[src/rtl/mixed_wordline_responder_pkg.sv]
// Shared sizing constants and types for the wordline responder and its storage.
package mixed_wordline_responder_pkg;

  localparam int BSIZE      = 10;
  localparam int BSIZE_LOG2 = 4;
  localparam int WORD_WIDTH = 32;

  typedef logic [WORD_WIDTH-1:0] word_t;
  typedef logic [BSIZE_LOG2-1:0] addr_t;

  typedef enum logic [1:0] {
    INIT,
    IDLE,
    READ,
    RESP
  } rsp_state_t;

endpackage

[src/rtl/mixed_wordline_store.sv]
// DEPTH x WIDTH wordline array with one write port and a registered synchronous read.
module mixed_wordline_store #(
  parameter int DEPTH = 10,
  parameter int WIDTH = 32,
  parameter int AW    = 4
) (
  input  logic             clk,
  input  logic             we,
  input  logic             re,
  input  logic [AW-1:0]    addr,
  input  logic [WIDTH-1:0] wdata,
  output logic [WIDTH-1:0] rdata
);

  logic [WIDTH-1:0] mem [DEPTH];
  logic [WIDTH-1:0] rdata_q;

  // No reset here so the array maps onto block RAM; the responder clears it after reset.
  always_ff @(posedge clk) begin
    if (we) begin
      mem[addr] <= wdata;
    end
    if (re) begin
      rdata_q <= mem[addr];
    end
  end

  assign rdata = rdata_q;

endmodule

[src/rtl/mixed_wordline_responder.sv]
// Wordline request/response responder: clears storage after reset, then serves one request at a time.
// Optional stored parity with error injection when MIXED_WORDLINE_PARITY_EN is defined.
module mixed_wordline_responder
  import mixed_wordline_responder_pkg::*;
#(
  parameter int DATA_WIDTH = WORD_WIDTH,
  parameter int DEPTH      = BSIZE,
  parameter int ADDR_WIDTH = BSIZE_LOG2
) (
  input  logic                  clk,
  input  logic                  rst_n,
`ifdef MIXED_WORDLINE_PARITY_EN
  input  logic                  par_inject,
`endif
  input  logic                  req_valid,
  output logic                  req_ready,
  input  logic                  req_write,
  input  logic [ADDR_WIDTH-1:0] req_addr,
  input  logic [DATA_WIDTH-1:0] req_wdata,
  output logic                  rsp_valid,
  input  logic                  rsp_ready,
  output logic [DATA_WIDTH-1:0] rsp_data,
  output logic                  rsp_err,
  output logic                  init_done
);

`ifdef MIXED_WORDLINE_PARITY_EN
  localparam int SW = DATA_WIDTH + 1;
`else
  localparam int SW = DATA_WIDTH;
`endif

  rsp_state_t            state_q, state_d;
  logic [ADDR_WIDTH-1:0] cnt_q, cnt_d;
  logic                  req_ready_q, req_ready_d;
  logic                  rsp_valid_q, rsp_valid_d;
  logic [DATA_WIDTH-1:0] rsp_data_q, rsp_data_d;
  logic                  rsp_err_q, rsp_err_d;
  logic                  init_done_q, init_done_d;

  logic                  st_we, st_re;
  logic [ADDR_WIDTH-1:0] st_addr;
  logic [SW-1:0]         st_wdata, st_rdata;
  logic                  in_range;
  logic                  rd_bad;

  assign in_range = {1'b0, req_addr} < (ADDR_WIDTH + 1)'(DEPTH);

`ifdef MIXED_WORDLINE_PARITY_EN
  // Even parity: the stored bit equals the XOR of the data, optionally flipped to inject a fault.
  assign rd_bad = (^st_rdata[DATA_WIDTH-1:0]) != st_rdata[DATA_WIDTH];
`else
  assign rd_bad = 1'b0;
`endif

  always_comb begin
    state_d     = state_q;
    cnt_d       = cnt_q;
    req_ready_d = req_ready_q;
    rsp_valid_d = rsp_valid_q;
    rsp_data_d  = rsp_data_q;
    rsp_err_d   = rsp_err_q;
    init_done_d = init_done_q;
    st_we       = 1'b0;
    st_re       = 1'b0;
    st_addr     = req_addr;
`ifdef MIXED_WORDLINE_PARITY_EN
    st_wdata    = {(^req_wdata) ^ par_inject, req_wdata};
`else
    st_wdata    = req_wdata;
`endif
    case (state_q)
      INIT: begin
        st_we    = 1'b1;
        st_addr  = cnt_q;
        st_wdata = '0;
        if (cnt_q == ADDR_WIDTH'(DEPTH - 1)) begin
          cnt_d       = '0;
          state_d     = IDLE;
          init_done_d = 1'b1;
          req_ready_d = 1'b1;
        end else begin
          cnt_d = cnt_q + 1'b1;
        end
      end
      IDLE: begin
        if (req_valid && req_ready_q) begin
          req_ready_d = 1'b0;
          if (!in_range) begin
            state_d     = RESP;
            rsp_valid_d = 1'b1;
            rsp_err_d   = 1'b1;
            rsp_data_d  = '0;
          end else if (req_write) begin
            st_we       = 1'b1;
            state_d     = RESP;
            rsp_valid_d = 1'b1;
            rsp_err_d   = 1'b0;
            rsp_data_d  = '0;
          end else begin
            st_re   = 1'b1;
            state_d = READ;
          end
        end
      end
      READ: begin
        state_d     = RESP;
        rsp_valid_d = 1'b1;
        rsp_data_d  = st_rdata[DATA_WIDTH-1:0];
        rsp_err_d   = rd_bad;
      end
      RESP: begin
        if (rsp_ready) begin
          state_d     = IDLE;
          rsp_valid_d = 1'b0;
          rsp_data_d  = '0;
          rsp_err_d   = 1'b0;
          req_ready_d = 1'b1;
        end
      end
      default: begin
        state_d = INIT;
      end
    endcase
  end

  always_ff @(posedge clk or negedge rst_n) begin
    if (!rst_n) begin
      state_q     <= INIT;
      cnt_q       <= '0;
      req_ready_q <= 1'b0;
      rsp_valid_q <= 1'b0;
      rsp_data_q  <= '0;
      rsp_err_q   <= 1'b0;
      init_done_q <= 1'b0;
    end else begin
      state_q     <= state_d;
      cnt_q       <= cnt_d;
      req_ready_q <= req_ready_d;
      rsp_valid_q <= rsp_valid_d;
      rsp_data_q  <= rsp_data_d;
      rsp_err_q   <= rsp_err_d;
      init_done_q <= init_done_d;
    end
  end

  mixed_wordline_store #(
    .DEPTH (DEPTH),
    .WIDTH (SW),
    .AW    (ADDR_WIDTH)
  ) u_store (
    .clk   (clk),
    .we    (st_we),
    .re    (st_re),
    .addr  (st_addr),
    .wdata (st_wdata),
    .rdata (st_rdata)
  );

  assign req_ready = req_ready_q;
  assign rsp_valid = rsp_valid_q;
  assign rsp_data  = rsp_data_q;
  assign rsp_err   = rsp_err_q;
  assign init_done = init_done_q;

endmodule

[config.mk]
export PLATFORM = sky130hd
export DESIGN_NAME = mixed_wordline_responder
export DESIGN_NICKNAME = d
export VERILOG_FILES = /design/src/rtl/mixed_wordline_responder_pkg.sv /design/src/rtl/mixed_wordline_store.sv /design/src/rtl/mixed_wordline_responder.sv
export SDC_FILE = /design/constraint.sdc
export NUM_CORES = 1
export LEC_CHECK = 0
export CAP_MARGIN = 25
export CORE_UTILIZATION = 60
export CTS_CLUSTER_DIAMETER = 80
export DETAILED_ROUTE_END_ITERATION = 7
export PLACE_DENSITY_LB_ADDON = 0.3
export SLEW_MARGIN = 15
export SYNTH_ARGS = -nofsm -noshare
export SYNTH_HDL_FRONTEND = slang
export SYNTH_SLANG_ARGS = --single-unit
[constraint.sdc]
create_clock -name clk -period 4.8 [get_ports clk]
set_input_delay 0.96 -clock clk [delete_from_list [all_inputs] [get_ports clk]]
set_output_delay 0.96 -clock clk [all_outputs]
set_load 0.01 [all_outputs]
; ---- Word level (Yosys, flattened, before mapping)
; Memory sizes are Yosys's and may differ from the RTL's. A register that Yosys moved wholly into a read port is not among the register bits.
; Index checks and enable logic that the tools add are counted.
[op_classes]
n_mux = 37
order_cmp = 1
n_eq_ne = 8
add_sub_neg = 1
n_reduce_logical = 8
[op_table]
columns = operator, n
row1 = 32-bit 2-to-1 mux, 5
row2 = 32-bit case mux with 3 select lines, 1
row3 = 1-bit 2-to-1 mux, 21
row4 = 1-bit case mux with 3 select lines, 3
row5 = 4-bit 2-to-1 mux, 2
row6 = 2-bit case mux with 4 select lines, 1
row7 = 4-bit AND reduction, 2
row8 = 2-bit 2-to-1 mux, 3
row9 = "2-bit inequality test, second input constant", 3
row10 = 3-bit nonzero test, 2
row11 = "4-bit by 1-bit adder with 4-bit output, second input constant", 1
row12 = "2-bit == test, second input constant", 2
row13 = "4-bit == test, second input constant", 1
row14 = "4-bit < comparator, second input constant", 1
row15 = "3-bit inequality test, second input constant", 1
row16 = 3-bit AND reduction, 1
row17 = "2-bit by 1-bit == test with 1-bit output, second input constant", 1
row18 = 2-bit zero test, 1
row19 = 1-bit case mux with 2 select lines, 1
row20 = 2-bit AND reduction, 1
row21 = 1-bit logical AND, 1
[word_totals]
mem_count = 1
wordCells = 63
inputBits = 41
mem_bits_rw = 320
ff_bits = 42
output_inout_bits = 36
[mem_list]
columns = memory, words, width, rd, rd_ports_with_merged_regs, write_ports, line_no
row1 = u_store.mem, 10, 32, 1, 1, 1, mixed_wordline_store.sv:15  ; logic [WIDTH-1:0] mem [DEPTH];

; ---- Longest topological paths before layout
; Gate-level depths: netlist of run 1.
[depth]
word_depth = 6
mapped_depth = 9
depth_no_buf = 6

; ---- Hierarchy
; A second synthesis of run 1 with hierarchy kept.
[unflattened]
cells_unflattened = 805
area_unflattened_um2 = 15461.1
[modules_own_cells]
columns = mod, n_inst, area_per_inst_um2, seq_area_each_um2, cells_each
row1 = mixed_wordline_store, 1, 13352.8, 10570.1, 628
row2 = mixed_wordline_responder, 1, 2108.3, 1051.0, 177

; ---- Worst setup path before layout of run 1
; OpenSTA, ideal clock, no wires.
[synth_timing]
path_kind = in2reg
startpoint = in req_addr[0]
endpoint = mem u_store.mem[7][0], enable pin
setup_ns = 0.461
setup_slack_ns = 0.503
arrival_ns = 3.836
path_buffers = 3
required_time_ns = 4.339
stages = 5
path_cell_list = mux2i_4 buf_8 buf_2 buf_2 nor3_1
[synth_via]
elab_chain_len = 6
elab_cells_between_ends = 7
classes_between = order compare: 1 / mux: 6
[synth_lines]
columns = element, line_no
row1 = from (decl), mixed_wordline_responder.sv:18  ; input logic [ADDR_WIDTH-1:0] req_addr,
row2 = 4-bit < comparator, mixed_wordline_responder.sv:47  ; assign in_range = {1'b0, req_addr} < (ADDR_WIDTH + 1)'(DEPTH);
row3 = 1-bit 2-to-1 mux, mixed_wordline_responder.sv:89  ; if (!in_range) begin
row4 = 1-bit 2-to-1 mux, mixed_wordline_responder.sv:87  ; if (req_valid && req_ready_q) begin
row5 = 1-bit case mux with 2 select lines, mixed_wordline_responder.sv:72  ; case (state_q)
row6 = 1-bit 2-to-1 mux, mixed_wordline_store.sv:20  ; if (we) begin
row7 = 1-bit 2-to-1 mux (implied by the code), mixed_wordline_store.sv:21  ; mem[addr] <= wdata;
row8 = to (decl), mixed_wordline_store.sv:15
; Parallel ways exist; a longest one is shown, timed or not.

; ---- Worst setup path in the final report of run 1
[layout_timing]
startpoint = reg state_q[0]
endpoint = mem u_store.mem[2][13], enable pin
[layout_via]
elab_chain_len = 4
elab_cells_between_ends = 6
classes_between = eq/ne: 1 / mux: 4 / reduce/logical: 1
[layout_lines]
columns = element, line_no
row1 = from (decl), mixed_wordline_responder.sv:33  ; rsp_state_t state_q, state_d;
row2 = from (signal assigned), mixed_wordline_responder.sv:137  ; state_q <= state_d;
row3 = 2-bit by 1-bit == test with 1-bit output or 2-bit zero test (tied branches), mixed_wordline_responder.sv:72
row4 = 1-bit case mux with 2 select lines, mixed_wordline_responder.sv:72
row5 = 1-bit 2-to-1 mux, mixed_wordline_store.sv:20
row6 = 1-bit 2-to-1 mux (implied by the code), mixed_wordline_store.sv:21
; Parallel ways exist; a longest one is shown, timed or not.

==> results_dict.tcl, run 1 <==
set metrics [dict create \
    outcome "complete, no violations" \
    syn_nets 901 \
    die_w_um 162.0 \
    final_hold_viol_count 0 \
    routedWlPerCell_um 24.16 \
    synth_ff_type "edfxtp_1" \
    synth_cell_types 51 \
    min_period_ns 3.475 \
    cts_hold_buf 0 \
    clockRootBuffer "clkbuf_16" \
    fin_crit_sh 0.7240 \
    clk_latency_ns 0.53 \
    min_from "rsp_err" \
    antenna_cells 0 \
    syn_inst 855 \
    h-tree-depth 2 \
    finClkSkew_ns 0.01788 \
    max-slew-margin-rel 0.3978 \
    cts_buffer_depth 3 \
    vias 8049 \
    p_leak_nw 6.301 \
    critPathSlowestCell "ha_2" \
    whs_ns 0.5115 \
    syn2layout_area_growth_pct 16.94 \
    maxCapViolations 0 \
    die_h_um 162.0 \
    reg2reg_to "u_store.mem[2][13]" \
    ys_ff_latch 394 \
    worst_pin_slew_ns 0.9013 \
    endpoint_kind "flop" \
    drive_above_1_share 0.1251 \
    finalPower_mw 9.763 \
    port_buffers 76 \
    power_density_mw_per_mm2 543.4 \
    firstDrtPassIters 6 \
    setup_tns_ns 0 \
    seq_area_frac_synth 0.7563 \
    num_io_pins 77 \
    post_cts_resized 0 \
    ys_warn_count 0 \
    cts_tree "built" \
    synth_commonest_cells "352 x edfxtp_1, 114 x mux2i_1, 42 x dfrtp_1" \
    cts_buffers 39 \
    overflow 0 \
    dieArea_mm2 0.02625 \
    switching_power_mw 2.748 \
    drtIter0Drc 943 \
    fill_cells 1475 \
    syn_area_per_cell_um2 17.97 \
    cts_setup_buffers 0 \
    sequentialPowerShare 0.453 \
    yosys.area.top_type "edfxtp_1" \
    track_usage 0.2492 \
    swShare 0.2815 \
    place_inst 1240 \
    rows 58 \
    power_frac_clock 0.299 \
    cp_data_arrival_time_ns 3.62 \
    antenna_found_initial 0 \
    cp-start-kind "flop" \
    async_flop_share 0.1066 \
    path_class "reg -> reg" \
    internal_power_mw 7.015 \
    rsz0062_at_grt "no" \
    nets 998 \
    r2r_start "state_q[0]" \
    p_comb_frac 0.247 \
    drcViolationCount 0 \
    grt_pass1_vias 8199 \
    final_antenna_net_count 0 \
    routed_via_density 6.130 \
    worstPathRequired_ns 4.95 \
    max_stage_delay_ns 0.53 \
    max_freq_ghz 0.2878 \
    rr_worst_depth 8 \
    slew_violations 0 \
    peakVddDrop_v 0.0004875 \
    hold_path_end "rsp_err" \
    synth.area.top_cells "edfxtp_1 69%, mux2i_1 7.4%, dfrtp_1 6.8%" \
    cp_cell_sequence "inv_1 > ha_2 > buf_4 > nor3b_1 > nor2_2 > buf_8 > nor3_2 > buf_4" \
    r2r_slack_ns 1.32 \
    cp_max_fo 35 \
    synth.top_cell.area_share 0.6879 \
    clkSinkCount 394 \
    gp_congestion 0.7856 \
    layoutNonFillerInstCount 1313 \
    synth_edf_count 352 \
    cpMostUsedCell "buf_4" \
    hp-class "reg -> reg" \
    setup_viol 0 \
    clkTransAtPathRegs_ns 0.06 \
    coreArea_mm2 0.02518 \
    grt_max_degree 77 \
    initial_core_util 0.6102 \
    wl_um 31720 \
    grt_pass1_wl_um 48230 \
    synth.most_common_cell "edfxtp_1" \
    dp_hpwl_um 17590 \
    min_path_cells 1 \
    synth_area_mm2 0.01537 \
]
[registers in the layout, indices dropped and copies added (netlist names)]
| register | cells |
|---|---|
| state_q | 2 |
| rsp_valid | 1 |
| cnt_q | 4 |
| rsp_err | 1 |
| req_ready | 1 |
| rsp_data | 32 |
| u_store.mem | 320 |
| u_store.rdata | 32 |
| init_done | 1 |
[worst max-delay path by stage]
stage	start	end	slack, ns	cells past startpoint
final	state_q[0]	u_store.mem[2][13]	1.32	8
after detailed placement	req_addr[0]	u_store.mem[8][14]	1.06	5
after global placement	req_addr[0]	u_store.mem[4][12]	1.13	5
after global routing	state_q[0]	u_store.mem[2][14]	1.10	8
after CTS	state_q[0]	u_store.mem[2][14]	1.30	8
after floorplan	req_addr[0]	u_store.mem[7][0]	0.50	5
[per-layer routing]
layer | GRT usage | up-vias | wire, µm
li1 | - | 3573 | -
met1 | 0.3495 | 4022 | 13070
met2 | 0.4099 | 402 | 15520
met3 | 0.04188 | 52 | 2509
met4 | 0.06561 | 0 | 620
met5 | 0 | - | 0
[cell families after synthesis]
group / count (synthesis) / share of synthesized area
DFF: 394 / 0.7563
muxes: 150 / 0.1155
and+or+nand+nor: 102 / 0.03371
AOI/OAI and AO/OA: 117 / 0.06335
adders and majority gates: 5 / 0.004071
buffers and inverters: 85 / 0.02589
xor gates and xnor gates: 2 / 0.001140
[final cells by class]
| cell class | count | area (µm²) | area share |
|---|---|---|---|
| clock buffer | 48 | 1041 | 0.05793 |
| clock inverter | 24 | 198.9 | 0.01107 |
| inverter | 40 | 150.1 | 0.008356 |
| multi-input combinational | 376 | 3441 | 0.1915 |
| sequential | 394 | 11620 | 0.6467 |
| tap | 330 | 412.9 | 0.02298 |
| timing repair buffer | 101 | 1104 | 0.06142 |
[power groups by stage]
| stage | sequential [mW] | combinational [mW] | clock (mW) |
|---|---|---|---|
| 2_1_floorplan | 4.52 | 1.46 | 0 |
| 3_3_place_gp | 4.48 | 2.32 | 0 |
| 3_5_place_dp | 4.49 | 2.40 | 0 |
| 4_1_cts | 4.43 | 2.42 | 2.96 |
| 5_1_grt | 4.46 | 2.59 | 3.10 |
| 6_report | 4.42 | 2.42 | 2.92 |
[worst max-delay path: cells and delay by family (launching register included)]
kind                     cells  cell delay [ns]
buffers and inverters        4             1.33
AND/OR/NAND/NOR              3             0.81
adder cells (fa/ha/maj)      1             0.53
flip-flops                   1             0.41
[layout by cell type (no fill, tap or decap), drive strengths merged, types with 17 or more instances in the layout]
master         synthesis  routed
buf                   33      26
clkbuf                12      48
clkdlybuf4s50          0      75
clkinv                 0      20
dfrtp                 42      42
edfxtp               352     352
inv                   40      41
mux2                  18      18
mux2i                116     116
nand2                 37      37
nor2b                 34      34
o22ai                 17      17
[through the flow]
step	setup WS, ns	utilization	instance area [µm²]
finish	1.325	0.7136	17970
global route	1.105	0.7136	17970
detailed placement	1.059	0.6637	16710
CTS	1.304	0.7130	17950
floorplan	0.5026	-	15370
global placement	1.133	0.6612	16650
Note: power is estimated with default switching activity, not from simulation.
==> inputs of run 2 (changes only) <==
==> constraint.sdc (replaced) <==
create_clock -name clk -period 3.4 [get_ports clk]
set_input_delay 0.68 -clock clk [delete_from_list [all_inputs] [get_ports clk]]
set_output_delay 0.68 -clock clk [all_outputs]
set_load 0.01 [all_outputs]
==> run 2 against run 1 <==
Critical path type unchanged. Count of clock-buffer cells in the layout rose by 7. Largest cell class unchanged. Highest routed layer unchanged. Global-route usage rose by 1.2 points. Worst hold slack got worse by 0.38 ns.
==> results_dict.tcl, run 2 (synthesis gave the netlist of run 1 again) <==
set metrics [dict create \
    outcome "complete, no violations" \
    hp-class "in -> async" \
    post_cts_resized 0 \
    antenna_cells 0 \
    port_buffers 76 \
    rsz0062_at_grt "no" \
    clockRootBuffer "clkbuf_16" \
    cp_data_arrival_time_ns 3.20 \
    num_io_pins 77 \
    path_class "reg -> reg" \
    final_cell_mix "352 x edfxtp_1, 114 x mux2i_1, 75 x clkdlybuf4s50_1" \
    die_h_um 162.0 \
    cts_tree "built" \
    internal_power_mw 10.09 \
    cpMostUsedCell "buf_4" \
    crit_family "buffers and inverters" \
    cts_buffer_depth 3 \
    rows 58 \
    drive_above_1_share 0.1434 \
    max_freq_ghz 0.3382 \
    crit_buf_inv 4 \
    clkSinkCount 394 \
    cp-start-kind "flop" \
    largest_reg_flops 320 \
    drcViolationCount 0 \
    h-tree-depth 2 \
    clkTransAtPathRegs_ns 0.07 \
    setup_viol 0 \
    antenna_found_initial 0 \
    grt_max_degree 41 \
    coreArea_mm2 0.02518 \
    drtIter0Drc 926 \
    initial_core_util 0.6102 \
    place_inst 1256 \
    slew_violations 0 \
    worst_pin_slew_ns 0.7091 \
    wl_um 32880 \
    finalPower_mw 14.00 \
    cts_setup_buffers 0 \
    track_usage 0.2607 \
    endpoint_kind "flop" \
    p_leak_nw 6.414 \
    r2r_start "state_q[0]" \
    grt_pass1_vias 8291 \
    gp_congestion 0.7842 \
    maxCapViolations 0 \
    fin_crit_sh 0.8698 \
    mostFrequentLayoutCell "edfxtp_1" \
    cp_max_fo 32 \
    final_hold_viol_count 0 \
    routedWlPerCell_um 24.78 \
    power_frac_clock 0.304 \
    routed_via_density 6.140 \
    finClkSkew_ns 0.01392 \
    syn2layout_area_growth_pct 18.16 \
    cts_buffers 39 \
    worstPathRequired_ns 3.64 \
    nets 1013 \
    die_w_um 162.0 \
    grt_pass1_wl_um 50000 \
    peakVddDrop_v 0.0005884 \
    critPathSlowestCell "buf_4" \
    regMostFlops "u_store.mem" \
    min_period_ns 2.957 \
    p_comb_frac 0.251 \
    max_stage_delay_ns 0.42 \
    vias 8148 \
    switching_power_mw 3.913 \
    firstDrtPassIters 5 \
    crit_path_start "state_q[0]" \
    cp_cell_sequence "inv_1 > ha_2 > buf_4 > buf_4 > o22ai_2 > buf_4 > a222oi_1 > o221ai_1" \
    cts_hold_buf 0 \
    max-slew-margin-rel 0.5263 \
    overflow 0 \
    sequentialPowerShare 0.445 \
    clk_latency_ns 0.52 \
    power_density_mw_per_mm2 771.1 \
    dp_hpwl_um 18230 \
    layoutNonFillerInstCount 1327 \
    final_antenna_net_count 0 \
    swShare 0.2795 \
    dieArea_mm2 0.02625 \
]
==> run 2: cell count changes in the layout (fill, tap and decap cells not counted), moves of 2 or more <==
| cell | previous run | this run |
|---|---|---|
| clkbuf_1 | 7 | 9 |
| clkbuf_8 | 1 | 5 |
| buf_12 | 10 | 15 |
| buf_4 | 12 | 25 |
| buf_8 | 2 | 0 |
| clkinv_1 | 12 | 4 |
| clkinv_2 | 6 | 8 |
==> run 2: stage by stage <==
stage,utilization,instance area (µm²),hold slack [ns],setup TNS [ns],setup slack [ns]
after floorplan,-,15390,0.3844,-60.94,-0.8496
after global placement,0.6693,16850,0.4932,0,0.4504
after detailed placement,0.6701,16870,0.5023,0,0.4209
after CTS,0.7210,18160,0.1388,0,0.4562
after global routing,0.7210,18160,0.1525,0,0.2987
final,0.7210,18160,0.1293,0,0.4428
==> run 2: per-layer routing <==
layer,routed length (µm),up-vias,track usage
met2,15910,399,0.4173
li1,-,3598,-
met3,2963,67,0.05260
met4,692,0,0.08662
met5,0,-,0
met1,13320,4084,0.3628
==> run 2: layout make-up <==
type / count / area (µm²)
inverter: 40 / 150.1
sequential: 394 / 11620
clock inverter: 16 / 152.6
tap: 330 / 412.9
fill: 1500 / 7025
multi-input combinational: 376 / 3447
clock buffer: 55 / 1129
timing repair buffer: 116 / 1244
==> run 2: worst paths after layout <==
| kind | cells after the start | slack [ns] | endpoint |
|---|---|---|---|
| max | 8 | 0.44 | u_store.rdata[27] |
| min | 1 | 0.13 | rsp_data[24] |
| max reg2reg | 8 | 0.44 | u_store.rdata[27] |
| min reg2reg | 2 | 0.52 | rsp_data[6] |
| max in group asynchronous | 2 | 2.73 | rsp_data[15] |
| min in group clk | 2 | 0.52 | rsp_data[6] |
==> run 2: power by group through the flow <==
stage                     Combinational [mW]  Sequential [mW]  Clock, mW
after floorplan                         2.06             6.38          0
after global placement                  3.41             6.31          0
after detailed placement                3.49             6.33          0
after CTS                               3.53             6.24       4.31
after global routing                    3.78             6.27       4.49
final                                   3.51             6.24       4.25
==> run 2: worst register-to-register path, delay by kind of cell, from the launching register on <==
| kind | cells | cell delay [ns] |
|---|---|---|
| flip-flops | 1 | 0.41 |
| AO/OA/AOI/OAI | 3 | 0.71 |
| adder cells (fa/ha/maj) | 1 | 0.38 |
| buffers and inverters | 4 | 1.18 |
